===== src/rtl/serial_adder.sv =====
// Bit-serial adder: operands are latched on start, then summed LSB first through one
// full-adder cell and a carry flip-flop, finishing WIDTH cycles later with a done pulse.
module serial_adder #(
   parameter int WIDTH = 8
) (
   input  logic             clk,
   input  logic             rst,
   input  logic             start,
   input  logic [WIDTH-1:0] a,
   input  logic [WIDTH-1:0] b,
   input  logic             cin,
   output logic             busy,
   output logic             done,
   output logic [WIDTH-1:0] sum,
   output logic             cout
);

   localparam int CNT_W = $clog2(WIDTH + 1);

   typedef enum logic [1:0] {IDLE, ADD, DONE} state_t;

   state_t           state, state_nxt;
   logic [WIDTH-1:0] a_sr, b_sr, res_sr, res_nxt;
   logic [WIDTH:0]   res_ext;
   logic [CNT_W-1:0] cnt;
   logic             carry;
   logic             fa_s, fa_c;
   logic             last;

   // Two half-adders plus an OR; returns {carry, sum}.
   function automatic logic [1:0] full_add(input logic x, input logic y, input logic ci);
      logic s1, c1, c2;
      s1 = x ^ y;
      c1 = x & y;
      c2 = s1 & ci;
      return {c1 | c2, s1 ^ ci};
   endfunction

   assign {fa_c, fa_s} = full_add(a_sr[0], b_sr[0], carry);
   // Concatenate-then-slice keeps the MSB insertion legal for WIDTH=1.
   assign res_ext      = {fa_s, res_sr};
   assign res_nxt      = res_ext[WIDTH:1];
   assign last         = (cnt == CNT_W'(WIDTH - 1));

   assign busy = (state != IDLE);
   assign done = (state == DONE);

   always_comb begin
      state_nxt = state;
      case (state)
         IDLE:    if (start) state_nxt = ADD;
         ADD:     if (last)  state_nxt = DONE;
         DONE:    state_nxt = IDLE;
         default: state_nxt = IDLE;
      endcase
   end

   always_ff @(posedge clk) begin
      if (rst) begin
         state  <= IDLE;
         a_sr   <= '0;
         b_sr   <= '0;
         res_sr <= '0;
         carry  <= 1'b0;
         cnt    <= '0;
         sum    <= '0;
         cout   <= 1'b0;
      end else begin
         state <= state_nxt;
         case (state)
            IDLE: begin
               if (start) begin
                  a_sr  <= a;
                  b_sr  <= b;
                  carry <= cin;
                  cnt   <= '0;
               end
            end
            ADD: begin
               a_sr   <= a_sr >> 1;
               b_sr   <= b_sr >> 1;
               res_sr <= res_nxt;
               carry  <= fa_c;
               cnt    <= cnt + CNT_W'(1);
               // Outputs move only on the completion edge so they hold through the next add.
               if (last) begin
                  sum  <= res_nxt;
                  cout <= fa_c;
               end
            end
            default: ;
         endcase
      end
   end

endmodule

===== config.mk =====
export PLATFORM = sky130hd
export DESIGN_NAME = serial_adder
export DESIGN_NICKNAME = d
export VERILOG_FILES = /design/src/rtl/serial_adder.sv
export SDC_FILE = /design/constraint.sdc
export NUM_CORES = 1
export LEC_CHECK = 0
export BUFFER_PORTS_ARGS = -buffer_cell sky130_fd_sc_hd__buf_2
export CAP_MARGIN = 20
export CORE_MARGIN = 3
export CORE_UTILIZATION = 26
export CTS_BUF_LIST = sky130_fd_sc_hd__clkbuf_4 sky130_fd_sc_hd__clkbuf_8
export CTS_CLUSTER_DIAMETER = 60
export DETAILED_ROUTE_END_ITERATION = 12
export GPL_ROUTABILITY_DRIVEN = 0
export PLACE_DENSITY = 0.54
export SLEW_MARGIN = 20
export SYNTH_ARGS = -nofsm -noshare
export SYNTH_HDL_FRONTEND = slang
export SYNTH_SLANG_ARGS = --single-unit

===== constraint.sdc =====
create_clock -name clk -period 2.48 [get_ports clk]
set_input_delay 0.62 -clock clk [delete_from_list [all_inputs] [get_ports clk]]
set_output_delay 0.62 -clock clk [all_outputs]
set_load 0.005 [all_outputs]

== Word-level counts from Yosys, hierarchy flattened ==
Cells that the tools add are included.
Widths: inputs -> output; s select.
Operators by class
  muxes and demuxes: 11
  bitwise gates (word level): 5
  eq/ne operators: 5
  reduce and logical (&&, ||, !) cells: 6
  add/sub/neg operators: 1
Operator list (count)
  $pmux 8 s2: 2
  $mux 8: 2
  $pmux 4 s2: 1
  $reduce_and 2->1: 3
  $add 4x1->4 const B: 1
  $eq 4x3->1 const B: 1
  $mux 2: 2
  $mux 4: 1
  $ne 2x2->1 const B: 2
  $pmux 2 s2: 1
  $reduce_bool 2->1: 2
  $and 1x1->1: 2
  $eq 2x1->1 const B: 1
  $eq 2x2->1 const B: 1
  $logic_not 2->1: 1
  $pmux 1 s2: 1
  $xor 1x1->1: 2
  $mux 1: 1
  $or 1x1->1: 1
Word-level totals
  input bits: 20
  logic and storage cells: 36
  output and inout port bits: 11
  register bits: 40

== Depth between registers and ports, before layout ==
  depth after elaboration: 4
  depth in mapped cells: 5
  mapped depth without buffers: 4

== Worst setup path after synthesis ==
No wires, ideal clock.
  path type: register -> output
  start point: register state[0]
  end point: output port busy
  arrival time: 0.895 ns
  buffers on the path: 2
  path slack: 0.965 ns
  required time: 1.860 ns
  cell stages (with the launch flop): 5
  cell sequence: dfxtp_1 > buf_2 > inv_1 > clkbuf_1 > nand2_1
On the way
  longest elaborated chain between the ends: 1
RTL lines
  start: declaration: line 22  | state_t state, state_nxt;
  start signal: assignment: line 69  | state <= state_nxt;
  $reduce_bool 2->1: line 45  | assign busy = (state != IDLE);
  end: declaration: line 12  | output logic busy,
Every way passes these cells.

== Worst setup path after layout ==
Ends and elaborated chain as after synthesis.

==> out/results.ini <==
[floorplan]
coreArea_um2=5990
start_util_pct=27.3
num_io_pins=31
die_h_um=85.3
design.die.area_um2=7280
dieWidth_um=85.3
rows=28

[timing]
fin_skew_ps=3.32
fin_crit_sh_pct=80.5
hold_viol=0
tns_ps=0
fin_crit_ps=2000
max_freq_mhz=501
finalSetupViolations=0
maxSlewHeadroom_pct=56.6
rsz0062_at_grt=no
drv_slew=0
tightestPinTransition_ps=650

[global_routing]
antenna_found_initial=0
grt_util_all_layers_pct=10.2
grt_pass1_vias=1244
grt_pass1_wl_um=5880
grt_max_degree=19
overflow=0

[worst_setup_path]
critPathMaxFanout=12
critPathKind=register to primary output
cp.arrival_ps=1380
cp.required_ps=1860
start_kind=register
endpoint_kind=primary output

[finish]
syn_to_final_growth_pct=19.2
n_antenna_cell=0
final_cells=290
final_nets=236
fillers=638
drive_gt1_share_pct=20.9
multi_input_area_um2=782
seq_area_um2=781

[clock_tree]
cts_post_setup_buffers_inserted=0
clk_pin_slew_ps=80
cts_buffer_depth=2
cts_tree=built
hold_buffers=0
cts_root_buf=clkbuf_8
clk_latency_ps=290
clock_sinks=39
numCtsBuffers=5
h-tree-depth=2
post_cts_resized=0

[synthesis]
ys_dominant_reg_cell=dfxtp_1
synth_cell_types=32
synth_area_leaders=dfxtp_1 48%, nand2_1 9.4%, mux2i_1 6.1%
synth_top_area_share_pct=47.7
synth_area_per_cell_um2=8.71
synth_enable_flop_cells=0
synthesis.area_um2=1640
ys_seq_area_share_pct=47.7
synth-async-reset-ratio_pct=0
netlist_instances=188
synth_largest_area_cell=dfxtp_1
synth_fp_nets=210
synth.most_common_cell=nand2_1
synth_warnings=0
netlist_top_cells_count=41 x nand2_1, 39 x dfxtp_1, 18 x a21oi_1, 13 x nor2_1, 11 x o21ai_0
ys_ff_latch=39

[run_status]
status=completed

[detailed_routing]
antenna_left=0
wl_per_cell_um=12.3
drt-initial-drc-count=79
via_count=1346
firstDrtPassIters=4
finalWirelength_um=3570
route.detailed.drc=0
via_per_inst=4.64

[job]
drv_cap=0

[place]
dp_cells=282
port_buffers=30
dp_hpwl_um=2410

[pwr]
p_leak_uw=0.000758
vdd_ir_drop_max_mv=0.228
power.density_nw_per_um2=709

[worst_hold_path]
hold_path.class=register to register

## sequential cells by signal (all words and copies together) (netlist names)
| register | count |
|---|---|
| cout | 1 |
| cnt | 4 |
| a_sr | 8 |
| sum | 8 |
| carry | 1 |
| res_sr | 7 |
| b_sr | 8 |
| state | 2 |
## stage by stage
stage          power [µW]  setup slack, ps  instance area, µm²  hold slack (ps)  utilization, %
6_report             1380              484                1950              443            32.6
5_1_grt              1440              391                1950              466            32.6
4_1_cts              1400              453                1950              447            32.6
3_5_place_dp          848              618                1830              433            30.6
3_3_place_gp          847              655                1830              424            30.6
2_1_floorplan         806              965                1640              410               -
## final cells by class
| type | instances | share of cell area (%) |
|---|---|---|
| Clock buffer | 6 | 4.23 |
| Clock inverter | 2 | 1.80 |
| Inverter | 3 | 0.577 |
| Multi-Input combinational cell | 133 | 40.1 |
| Sequential cell | 39 | 40.0 |
| Tap cell | 75 | 4.81 |
| Timing Repair Buffer | 32 | 8.47 |
## kinds of logic (layout without fill, tap and decap cells)
family,Yosys count,count (layout),synth area share (%)
simple gates,69,69,19.3
mux,10,10,6.12
flops,39,39,47.7
fa+ha+maj,2,2,1.99
compound gates,52,52,20.4
buf+inv,16,43,4.51
## power breakdown
group | leakage, µW | internal, µW | total [µW] | switching (µW)
registers | 0.000319 | 661 | 685 | 24.5
clock network | 0.0000612 | 326 | 550 | 225
logic | 0.000378 | 60.8 | 148 | 87.4
## worst max-delay path, stage by stage, from the launching register on
cell and delay [ps]:
dfxtp_1 560, inv_1 290, nand2_1 120, buf_2 110
## worst paths after layout
check                              start  endpoint  slack, ps  cells past startpoint
worst max-delay path            state[0]      busy        480                      3
worst min-delay path             b_sr[1]   b_sr[0]        440                      2
worst max register to register  state[0]    sum[4]        870                      3
worst min register to register   b_sr[1]   b_sr[0]        440                      2
## layer usage
layer  routed length [µm]  part of all wire [%]  track usage (%)
met3                  101                   2.8             2.62
met4                   81                   2.3             5.47
met1                 1830                    51             13.6
met5                    0                     0                0
met2                 1560                    44             15.0
## cell usage in the layout (no fill, tap or decap), drive strengths merged
master	instances
nand2	41
dfxtp	39
buf	32
a21oi	18
nor2	14
o21ai	11
mux2i	10
o2bb2ai	8
clkbuf	6
inv	3
nand3b	3
a22oi	3
a32oi	3
o22ai	3
a31oi	2
nand2b	2
nor3b	2
nand3	2
and2b	1
o21bai	1
nor4b	1
a21o	1
o21ba	1
nor3	1
or3	1
and3	1
a221o	1
fa	1
ha	1
clkinv	1
bufinv	1
(Power assumes the default switching activity.)
